==> src/rtl/key_debounce_if.sv <==
// Key debouncer port bundle: raw active-low key pins in, debounced level and
// single-cycle press/release/long strobes out.
interface key_debounce_if #(
  parameter int unsigned N_KEYS = 32'd4
);
  logic [N_KEYS-1:0] key_n;
  logic [N_KEYS-1:0] key_state;
  logic [N_KEYS-1:0] key_press;
  logic [N_KEYS-1:0] key_release;
  logic [N_KEYS-1:0] key_long;

  modport master (
    output key_n,
    input  key_state,
    input  key_press,
    input  key_release,
    input  key_long
  );

  modport slave (
    input  key_n,
    output key_state,
    output key_press,
    output key_release,
    output key_long
  );
endinterface

==> src/rtl/key_debounce.sv <==
// Per-key 2-FF synchronizer + debounce FSM with registered press/release strobes.
// Long-press detection is compiled in only when KEY_LONG_PRESS_EN is defined.
module key_debounce #(
  parameter int unsigned CLK_FREQ_HZ = 32'd200_000_000,
  parameter int unsigned DEBOUNCE_MS = 32'd20,
  parameter int unsigned LONG_MS     = 32'd1000,
  parameter int unsigned N_KEYS      = 32'd4
) (
  input  logic           sys_clk,
  input  logic           rst_n,
  key_debounce_if.slave  kif
);

  localparam logic [31:0] DEB_CYCLES  = 32'(CLK_FREQ_HZ / 32'd1000 * DEBOUNCE_MS);
  localparam logic [31:0] LONG_CYCLES = 32'(CLK_FREQ_HZ / 32'd1000 * LONG_MS);

  typedef enum logic [1:0] {
    ST_IDLE       = 2'd0,
    ST_PRESS_WAIT = 2'd1,
    ST_HELD       = 2'd2,
    ST_REL_WAIT   = 2'd3
  } state_e;

  // Saturating increment keeps counters pinned at their limit instead of wrapping.
  function automatic logic [31:0] sat_inc(input logic [31:0] v, input logic [31:0] lim);
    if (v >= lim) begin
      return lim;
    end else begin
      return v + 32'd1;
    end
  endfunction

  logic [N_KEYS-1:0] sync1_q, sync2_q;
  logic [N_KEYS-1:0] kl;
  state_e            state_q [N_KEYS];
  state_e            state_d [N_KEYS];
  logic [31:0]       cnt_q   [N_KEYS];
  logic [31:0]       cnt_d   [N_KEYS];
  logic [N_KEYS-1:0] key_state_q, key_state_d;
  logic [N_KEYS-1:0] press_q, press_d;
  logic [N_KEYS-1:0] release_q, release_d;
`ifdef KEY_LONG_PRESS_EN
  logic [N_KEYS-1:0] long_q, long_d;
`endif

  assign kl = ~sync2_q;

  // Synchronizer resets to "released" so leaving reset never looks like a press.
  always_ff @(posedge sys_clk or negedge rst_n) begin
    if (!rst_n) begin
      sync1_q <= '1;
      sync2_q <= '1;
    end else begin
      sync1_q <= kif.key_n;
      sync2_q <= sync1_q;
    end
  end

  // FSM state, counters and registered outputs.
  always_ff @(posedge sys_clk or negedge rst_n) begin
    if (!rst_n) begin
      for (int i = 0; i < int'(N_KEYS); i++) begin
        state_q[i] <= ST_IDLE;
        cnt_q[i]   <= 32'd0;
      end
      key_state_q <= '0;
      press_q     <= '0;
      release_q   <= '0;
`ifdef KEY_LONG_PRESS_EN
      long_q      <= '0;
`endif
    end else begin
      for (int i = 0; i < int'(N_KEYS); i++) begin
        state_q[i] <= state_d[i];
        cnt_q[i]   <= cnt_d[i];
      end
      key_state_q <= key_state_d;
      press_q     <= press_d;
      release_q   <= release_d;
`ifdef KEY_LONG_PRESS_EN
      long_q      <= long_d;
`endif
    end
  end

  // Next-state and strobe decode, one independent FSM per key.
  always_comb begin
    key_state_d = '0;
    press_d     = '0;
    release_d   = '0;
`ifdef KEY_LONG_PRESS_EN
    long_d      = '0;
`endif
    for (int i = 0; i < int'(N_KEYS); i++) begin
      state_d[i] = state_q[i];
      cnt_d[i]   = cnt_q[i];
      case (state_q[i])
        ST_IDLE: begin
          cnt_d[i] = 32'd0;
          if (kl[i]) begin
            state_d[i] = ST_PRESS_WAIT;
          end else begin
            state_d[i] = ST_IDLE;
          end
        end
        ST_PRESS_WAIT: begin
          if (!kl[i]) begin
            state_d[i] = ST_IDLE;
            cnt_d[i]   = 32'd0;
          end else if (cnt_q[i] == DEB_CYCLES - 32'd1) begin
            state_d[i] = ST_HELD;
            press_d[i] = 1'b1;
            cnt_d[i]   = 32'd0;
          end else begin
            cnt_d[i] = sat_inc(cnt_q[i], DEB_CYCLES);
          end
        end
        ST_HELD: begin
          if (!kl[i]) begin
            state_d[i] = ST_REL_WAIT;
            cnt_d[i]   = 32'd0;
          end else begin
`ifdef KEY_LONG_PRESS_EN
            cnt_d[i]  = sat_inc(cnt_q[i], LONG_CYCLES);
            long_d[i] = (cnt_q[i] == LONG_CYCLES - 32'd1);
`else
            cnt_d[i]  = 32'd0;
`endif
          end
        end
        ST_REL_WAIT: begin
          // A bounce back to pressed restarts long-press timing from zero.
          if (kl[i]) begin
            state_d[i] = ST_HELD;
            cnt_d[i]   = 32'd0;
          end else if (cnt_q[i] == DEB_CYCLES - 32'd1) begin
            state_d[i]   = ST_IDLE;
            release_d[i] = 1'b1;
            cnt_d[i]     = 32'd0;
          end else begin
            cnt_d[i] = sat_inc(cnt_q[i], DEB_CYCLES);
          end
        end
        default: begin
          state_d[i] = ST_IDLE;
          cnt_d[i]   = 32'd0;
        end
      endcase
      key_state_d[i] = (state_d[i] == ST_HELD) || (state_d[i] == ST_REL_WAIT);
    end
  end

  assign kif.key_state   = key_state_q;
  assign kif.key_press   = press_q;
  assign kif.key_release = release_q;
`ifdef KEY_LONG_PRESS_EN
  assign kif.key_long    = long_q;
`else
  assign kif.key_long    = '0;
`endif

endmodule

==> src/flat_wrapper.sv <==
// flat-port wrapper written by rule: the top's interface ports become plain ports
module key_debounce_flat 
#(
  parameter int unsigned CLK_FREQ_HZ = 32'd200_000_000,
  parameter int unsigned DEBOUNCE_MS = 32'd20,
  parameter int unsigned LONG_MS     = 32'd1000,
  parameter int unsigned N_KEYS      = 32'd4
)
  (sys_clk, rst_n, kif_key_n, kif_key_state, kif_key_press, kif_key_release, kif_key_long);
  key_debounce_if #(.N_KEYS(N_KEYS)) kif_i ();
  input  logic sys_clk;
  input  logic rst_n;
  input wire logic [$bits(kif_i.key_n)-1:0] kif_key_n;
  output wire logic [$bits(kif_i.key_state)-1:0] kif_key_state;
  output wire logic [$bits(kif_i.key_press)-1:0] kif_key_press;
  output wire logic [$bits(kif_i.key_release)-1:0] kif_key_release;
  output wire logic [$bits(kif_i.key_long)-1:0] kif_key_long;
  assign kif_i.key_n = kif_key_n;
  assign kif_key_state = kif_i.key_state;
  assign kif_key_press = kif_i.key_press;
  assign kif_key_release = kif_i.key_release;
  assign kif_key_long = kif_i.key_long;
  key_debounce #(.CLK_FREQ_HZ(CLK_FREQ_HZ), .DEBOUNCE_MS(DEBOUNCE_MS), .LONG_MS(LONG_MS), .N_KEYS(N_KEYS)) u_core (.sys_clk(sys_clk), .rst_n(rst_n), .kif(kif_i));
endmodule
==> config.mk <==
export PLATFORM = sky130hd
export DESIGN_NAME = key_debounce_flat
export DESIGN_NICKNAME = d
export VERILOG_FILES = /design/src/rtl/key_debounce_if.sv /design/src/rtl/key_debounce.sv /design/src/flat_wrapper.sv
export SDC_FILE = /design/constraint.sdc
export NUM_CORES = 1
export LEC_CHECK = 0
export ABC_AREA = 1
export BUFFER_PORTS_ARGS = -buffer_cell sky130_fd_sc_hd__clkbuf_2
export CORE_MARGIN = 3
export CORE_UTILIZATION = 25
export CTS_CLUSTER_SIZE = 30
export DETAILED_ROUTE_END_ITERATION = 7
export SYNTH_ARGS = -nofsm -noshare
export SYNTH_HDL_FRONTEND = slang
export SYNTH_SLANG_ARGS = --single-unit
export TNS_END_PERCENT = 10
==> constraint.sdc <==
create_clock -name sys_clk -period 2 [get_ports sys_clk]
set_input_delay 0.2 -clock sys_clk [delete_from_list [all_inputs] [get_ports sys_clk]]
set_output_delay 0.2 -clock sys_clk [all_outputs]
set_load 0.005 [all_outputs]
==> Yosys cells after proc, flatten, opt, wreduce, memory -nomap -nowiden <==
Cells that the tools add are included.
{ "classes": {"n_lt_le_gt_ge": 4, "n_reduce_logical": 12, "eq_ne": 24, "bitwise_logic": 1, "muxes": 68, "add_sub_neg": 4} }
{ "ops": {"columns": ["cell", "n"], "rows": [
  ["$mux 32", 16],
  ["$pmux 32 s3", 4],
  ["$add 32x1->32 const B", 4],
  ["$eq 32x22->1 const B", 4],
  ["$ge 32x22->1 const B", 4],
  ["$mux 2", 20],
  ["$eq 2x2->1 const B", 16],
  ["$pmux 2 s4", 4],
  ["$mux 1", 24],
  ["$eq 2x1->1 const B", 4],
  ["$logic_not 2->1", 4],
  ["$reduce_or 2->1", 4],
  ["$logic_or 1x1->1", 4],
  ["$not 4->4", 1]
]} }
{ "totals": {"out_inout_bits": 16, "reg_bits": 156, "elab_cells": 126, "inputBits": 6} }

==> Longest topological paths before layout <==
Gate-level depths: netlist (run 1).
{ "logic_depth": {"word_depth": 6, "mapped_depth": 11, "mapped_depth_nobuf": 11} }

==> Worst setup path after synthesis (run 1) <==
Ideal clock, no wire load.
{ "synth_path": {"path_type": "register to register", "from": "reg u_core.cnt_q[64] in the netlist's numbering", "to": "reg u_core.cnt_q[70] in the netlist's numbering", "t_arrival_ns": 1.432, "stages_incl_launch_ff": 12, "synth_period_minus_slack_ns": 1.556, "n_path_buf": 1, "setup_ns": 0.124, "required_time_ns": 1.876, "setup_slack_ns": 0.444, "path_cell_list": "dfrtp_1 > ha_1 > nand2_2 > nor2_4 > nand2_4 > clkinv_4 > nand2_4 > nor2_8 > nor2_4 > nand2_4 > buf_12 > nor2_4"} }
{ "synth_rtl": {"columns": ["element", "line_no", "rtl"], "rows": [
  ["from (decl)", "key_debounce.sv:37", "logic [31:0] cnt_q [N_KEYS];"],
  ["from (signal, indexed assignment)", "key_debounce.sv:75", "cnt_q[i] <= cnt_d[i];"]
]} }

==> results.toml, run 1 <==
[min_path]
hold_class = "in2async"

[drt]
via_per_inst = 4.03
dr.pass1.iters = 4
route.met3.wl_um = 492
dr_wl_met2_um = 6870
drt_iter0_markers = 296
m1WireLength_um = 7280
routed.top_layer = "met4"
drt_wl_total_um = 14900
detail-route-antenna-nets = 0
drc = 0
drt-wirelength-per-cell_um = 10.4
num_vias = 5746

[synth]
syn_area_sq_mm = 0.00790
yosysUniqueCellTypes = 40
ys_seq_elements = 156
async_flop_share_pct = 100
synthesis.yosys.warnings = 0
synthFlopType = "dfrtp_1"
synth_edf_count = 0
synth-seq-area-share_pct = 49.5
synthCells = 934
post_synth.cell_area_avg_sq_um = 8.46

[power]
ir_worst_vdd_uv = 373
p_per_area_mw_per_mm2 = 725
p_sw_share_pct = 22.3
leakagePower_nw = 3.89
p_int_w = 0.00522
comb_power_share_pct = 3.2
p_clk_share_pct = 47.5
switching_power_w = 0.00149
p_seq_share_pct = 49.3

[layout]
n_antenna_cell = 0
drive_gt1_share_pct = 15.6
multi_input_area_sq_mm = 0.00369
seq_area_sq_mm = 0.00391
area_growth_pct = 17.1
fin_nets = 1031
fill_cells = 3210
fin_util_pct = 30.0

[setup_path]
cp_num_buf_inv = 1
crit_fanout = 15
path_cells = "ha_1 -> nand2_2 -> nor2_4 -> nand2_4 -> clkinv_4 -> nand2_4 -> nor2_8 -> nor2_4 -> nand2_4 -> nor2_1"
critPathKind = "reg2reg"
cp-end-kind = "flop"
cpPeakStageDelay_ns = 0.39
crit_top_cell = "nand2_4"
crit_path_start_kind = "flop"
crit_required_ns = 2.30
cp_slowest_cell = "dfrtp_1"
cp.arrival_ns = 2.09
crit_family = "simple AND/OR/NAND/NOR gates"

[timing]
rsz0062_at_grt = "false"
setup_viol = 0
tns_ns = 0
fmax_mhz = 559
hold_viol_final = 0
period_needed_ns = 1.79
finalCritPeriodShare_pct = 89.4
slew_viol_final = 0
finClkSkew_ns = 0.0100

[cts]
clk_pin_slew_worst_paths_ns = 0.06
cts_hold_buf = 5
htreeDepth = 4
cts_tree = "yes"
cts_resized = 0
insertion_delay_ns = 0.44
clockBufferDepth = 2
clock-sinks = 156
numCtsBuffers = 17
cts-root-buf = "clkbuf_16"
cts_setup_buffers = 0

[grt]
antenna_found_initial = 0
grt_pass1_wl_um = 26200
grt_overflow_total = 0
grt_max_degree = 52
track_usage_pct = 9.46
grt_pass1_vias = 5658

[placement]
dp_hpwl_um = 10800
io_buffer_count = 17
place.gp.congestion = 0.839

[floorplanning]
core_sq_mm = 0.0308
io_pins = 22
chipWidth_um = 184
chipHeight_um = 184
start_util_pct = 25.6
die_area_sq_mm = 0.0338
rows = 64

[job]
maxCapViolations = 0

[run_status]
status = "finished clean"
-- state kept, by name (all words and copies together), names as in the netlist --
signal and cells:
u_core.state_q 8, u_core.sync2_q 4, u_core.kif.key_press 4, u_core.sync1_q 4, u_core.kif.key_release 4, u_core.cnt_q 128
u_core.kif.key_state 4
-- layer usage --
metal  track usage [%]  vias up
met5                 0        -
met4              3.84        0
met3              2.08       18
met2              15.3       77
met1              12.3     2674
li1                  -     2977
-- worst register-to-register path, cell delays in order, from the launching register on --
cell      delay, ns
dfrtp_1        0.39
ha_1           0.22
nand2_2        0.10
nor2_4         0.17
nand2_4        0.09
clkinv_4       0.06
nand2_4        0.07
nor2_8         0.13
nor2_4         0.05
nand2_4        0.29
nor2_1         0.09
-- per-stage QoR --
stage	cell area (sq um)	hold slack (ns)	std cells	worst slack [ns]	total power (W)
after CTS	9250	0.293	1426	0.204	0.00683
final	9250	0.285	1426	0.212	0.00671
after global routing	9250	0.329	1426	0.0714	0.00700
after floorplan	8060	-0.0956	977	0.444	0.00346
after global placement	8620	0.191	1389	0.291	0.00357
after detailed placement	8620	0.190	1389	0.228	0.00358
-- layout make-up --
type                            instances  share of cell area (%)
Sequential cell                       156                    42.3
Timing Repair Buffer                   30                    2.31
Multi-Input combinational cell        716                    39.8
Clock buffer                           22                    5.02
Clock inverter                         10                    1.24
Tap cell                              396                    5.35
Inverter                               96                    3.95
-- kinds of logic after synthesis --
group / after synthesis / synth area share, %
simple gates: 575 / 34.3
flops: 156 / 49.5
other cells: 1 / 0.0475
xor+xnor: 66 / 7.32
buf+inv: 105 / 5.84
compound gates: 23 / 1.69
fa+ha+maj: 8 / 1.27
-- worst paths after layout --
path,from,slack [ns],endpoint,cells after the start
max,u_core.cnt_q[64]$_DFF_PN0_,0.21,u_core.cnt_q[66]$_DFF_PN0_,10
min,rst_n,0.28,u_core.cnt_q[15]$_DFF_PN0_,2
max reg2reg,u_core.cnt_q[64]$_DFF_PN0_,0.21,u_core.cnt_q[66]$_DFF_PN0_,10
min in group sys_clk,u_core.sync1_q[3]$_DFF_PN1_,0.35,u_core.sync2_q[3]$_DFF_PN1_,0
max in group asynchronous,rst_n,1.03,u_core.sync2_q[1]$_DFF_PN1_,3
min reg2reg,u_core.sync1_q[3]$_DFF_PN1_,0.35,u_core.sync2_q[3]$_DFF_PN1_,0
-- placed cells by master, fill, tap and decap left out, types with 3 or more instances in the layout --
master	synthesis	final
xnor2_1	19	19
nor3_1	4	4
clkinvlp_4	0	3
inv_2	4	4
xor2_1	47	47
ha_1	8	8
nand2_4	5	5
nor2_4	21	21
nor2_2	44	44
clkbuf_16	0	17
nand4_1	14	14
dlygate4sd3_1	0	5
clkinv_2	0	3
dfstp_2	8	8
o21bai_1	3	3
nand2_1	227	227
nand3_1	51	51
nand3_2	5	5
clkbuf_1	0	3
conb_1	1	44
nand3b_1	6	6
nand2_2	12	12
inv_1	90	90
nor2_1	176	176
a21oi_1	14	14
dfrtp_1	148	148
buf_4	4	7
clkbuf_2	0	16
-- Yosys cell counts, types with 5 or more instances --
master	number	share of area, %
nand3_1	51	3.2
nand2_1	227	11
nand3_2	5	0.63
nor2_2	44	3.5
inv_1	90	4.3
ha_1	8	1.3
xor2_1	47	5.2
nor2_1	176	8.4
a21oi_1	14	0.89
nor2_4	21	3.0
nand4_1	14	1.1
dfrtp_1	148	47
nand3b_1	6	0.57
xnor2_1	19	2.1
nand2_2	12	0.95
dfstp_2	8	2.7
nand2_4	5	0.71
-- power groups by stage --
stage	clock (W)	combinational, W	sequential, W
after CTS	0.00330	0.000223	0.00331
final	0.00319	0.000215	0.00331
after global routing	0.00342	0.000256	0.00332
after floorplan	0	0.000118	0.00334
after global placement	0	0.000212	0.00336
after detailed placement	0	0.000214	0.00336
Power figures use the tool's default switching activity.
==> run 2: changes to the inputs <==
- CORE_UTILIZATION: 25 -> 40
- RECOVER_POWER: unset -> 100
==> results.toml, run 2 (synthesis gave the netlist of run 1 again) <==
[cts]
cts_tree = "yes"
insertion_delay_ns = 0.42
numCtsBuffers = 17
cts_setup_buffers = 0
clk_pin_slew_worst_paths_ns = 0.07
clock-sinks = 156
htreeDepth = 4
cts-root-buf = "clkbuf_16"
clockBufferDepth = 2

[layout]
top_regs = "u_core.cnt_q x128, u_core.state_q x8"
fill_cells = 1899
area_growth_pct = 13.2
fin_nets = 1031
multi_input_area_sq_mm = 0.00355
seq_area_sq_mm = 0.00391
largest_reg_flops = 128
drive_gt1_share_pct = 11.2
final_common_cell = "nand2_1"
n_antenna_cell = 0
final_cell_mix = "230 x nand2_1, 205 x nor2_1, 148 x dfrtp_1"
top_register = "u_core.cnt_q"

[timing]
setup_viol = 0
hold_viol_final = 0
tightest_slew_ns = 0.918
fmax_mhz = 563
period_needed_ns = 1.78
slew_viol_final = 0
finClkSkew_ns = 0.00708
setup_ws_ns = 0.224
slew_headroom_pct = 38.8
tns_ns = 0
rsz0062_at_grt = "false"
finalCritPeriodShare_pct = 88.8

[floorplanning]
core_sq_mm = 0.0191
io_pins = 22
die_area_sq_mm = 0.0215
chipHeight_um = 147
chipWidth_um = 147
start_util_pct = 41.4
rows = 50

[grt]
grt_pass1_vias = 5759
grt_pass1_wl_um = 26200
grt_overflow_total = 0
antenna_found_initial = 0
grt_max_degree = 59
track_usage_pct = 14.7

[drt]
num_vias = 5709
detail-route-antenna-nets = 0
via_per_inst = 4.43
drc = 0
drt_iter0_markers = 314
dr.pass1.iters = 4
drt-wirelength-per-cell_um = 11.2
drt_wl_total_um = 14400

[setup_path]
rr_endpoint = "u_core.cnt_q[75]$_DFF_PN0_"
ff2ff_setup_slack_ns = 0.22
cp_slowest_cell = "dfrtp_1"
cp-end-kind = "flop"
cp.arrival_ns = 2.06
r2r-start = "u_core.cnt_q[64]$_DFF_PN0_"
crit_fanout = 5
crit_top_cell = "nand2_4"
crit_family = "simple AND/OR/NAND/NOR gates"
cpPeakStageDelay_ns = 0.41
crit_required_ns = 2.29
critPathKind = "reg2reg"
cp_num_buf_inv = 1
crit_path_start_kind = "flop"
worst_r2r_path_depth = 8
path_cells = "ha_1 -> nand2_1 -> nor2_4 -> nand2_4 -> clkinv_4 -> nand2_4 -> o21bai_1 -> nor2_1"

[power]
p_int_w = 0.00522
p_sw_share_pct = 24.0
p_seq_share_pct = 48.1
leakagePower_nw = 3.86
switching_power_w = 0.00165
ir_worst_vdd_uv = 549
p_per_area_mw_per_mm2 = 768
comb_power_share_pct = 3.0
p_clk_share_pct = 48.9

[placement]
place.gp.congestion = 0.852
dpl_worst_slack_ns = 0.186
dp_hpwl_um = 10500
io_buffer_count = 17

[run_status]
status = "finished clean"

[min_path]
hold_class = "in2async"

[job]
maxCapViolations = 0
run 2: cell count changes in the layout (fill, tap and decap cells not counted), moves of 4 or more:
cell / delta
inv_8: +5
clkbuf_2: -7
nor2_4: -10
buf_4: -4
nor2_2: -19
nor2_1: +29
clkbuf_1: +9
run 2: power groups by stage:
stage | registers, W | logic, W | clock network, W
after floorplan | 0.00334 | 0.000118 | 0
after global placement | 0.00336 | 0.000214 | 0
after detailed placement | 0.00336 | 0.000216 | 0
after CTS | 0.00330 | 0.000225 | 0.00347
after global routing | 0.00331 | 0.000246 | 0.00360
final | 0.00330 | 0.000205 | 0.00336
run 2: worst max path at each step:
stage / from / endpoint / cells after the start
floorplan: u_core.cnt_q[64]$_DFF_PN0_ / u_core.cnt_q[70]$_DFF_PN0_ / 11
global placement: u_core.cnt_q[64]$_DFF_PN0_ / u_core.cnt_q[64]$_DFF_PN0_ / 10
detailed placement: u_core.cnt_q[64]$_DFF_PN0_ / u_core.cnt_q[68]$_DFF_PN0_ / 10
CTS: u_core.cnt_q[64]$_DFF_PN0_ / u_core.cnt_q[68]$_DFF_PN0_ / 10
global route: u_core.cnt_q[64]$_DFF_PN0_ / u_core.cnt_q[85]$_DFF_PN0_ / 8
finish: u_core.cnt_q[64]$_DFF_PN0_ / u_core.cnt_q[75]$_DFF_PN0_ / 8
run 2: timing repair:
item / 4_1_cts / 5_1_grt
hold buffers: 5 / 0
endpoints found under the hold margin: 55 / 0
gates resized for setup: 0 / 0
run 2: area by class of cell:
class                   count  area share [%]
clock buffers              17            4.76
clock inverters            15            2.17
inverters                  96            4.09
multi-input cells         716            39.6
flip-flops and latches    156            43.8
well taps                 260            3.64
repair buffers             30            1.94
run 2: worst reg2reg max path: cells and delay by family, from the launching register on:
| kind | cells | cell delay [ns] |
|---|---|---|
| adders and majority gates | 1 | 0.21 |
| AOI/OAI and AO/OA | 1 | 0.40 |
| and+or+nand+nor | 5 | 0.55 |
| DFF | 1 | 0.41 |
| buffers and inverters | 1 | 0.07 |
run 2: per-layer routing:
| layer | part of all wire, % | track usage (%) | wire length (um) | vias up |
|---|---|---|---|---|
| met5 | 0 | 0 | 0 | - |
| met4 | 0.99 | 3.67 | 142 | 0 |
| met3 | 3.0 | 3.60 | 428 | 15 |
| met2 | 46 | 24.1 | 6680 | 63 |
| met1 | 50 | 19.7 | 7160 | 2638 |
| li1 | - | - | - | 2993 |
run 2: metrics by stage:
stage                     util (%)  std cells  hold WS (ns)  total power, W  cell area [sq um]
after floorplan                  -        977       -0.0956         0.00346               8060
after global placement        44.4       1253         0.213         0.00357               8470
after detailed placement      44.4       1253         0.215         0.00358               8470
after CTS                     47.9       1290         0.312         0.00700               9140
after global routing          46.9       1290         0.344         0.00715               8940
final                         46.9       1290         0.295         0.00687               8940
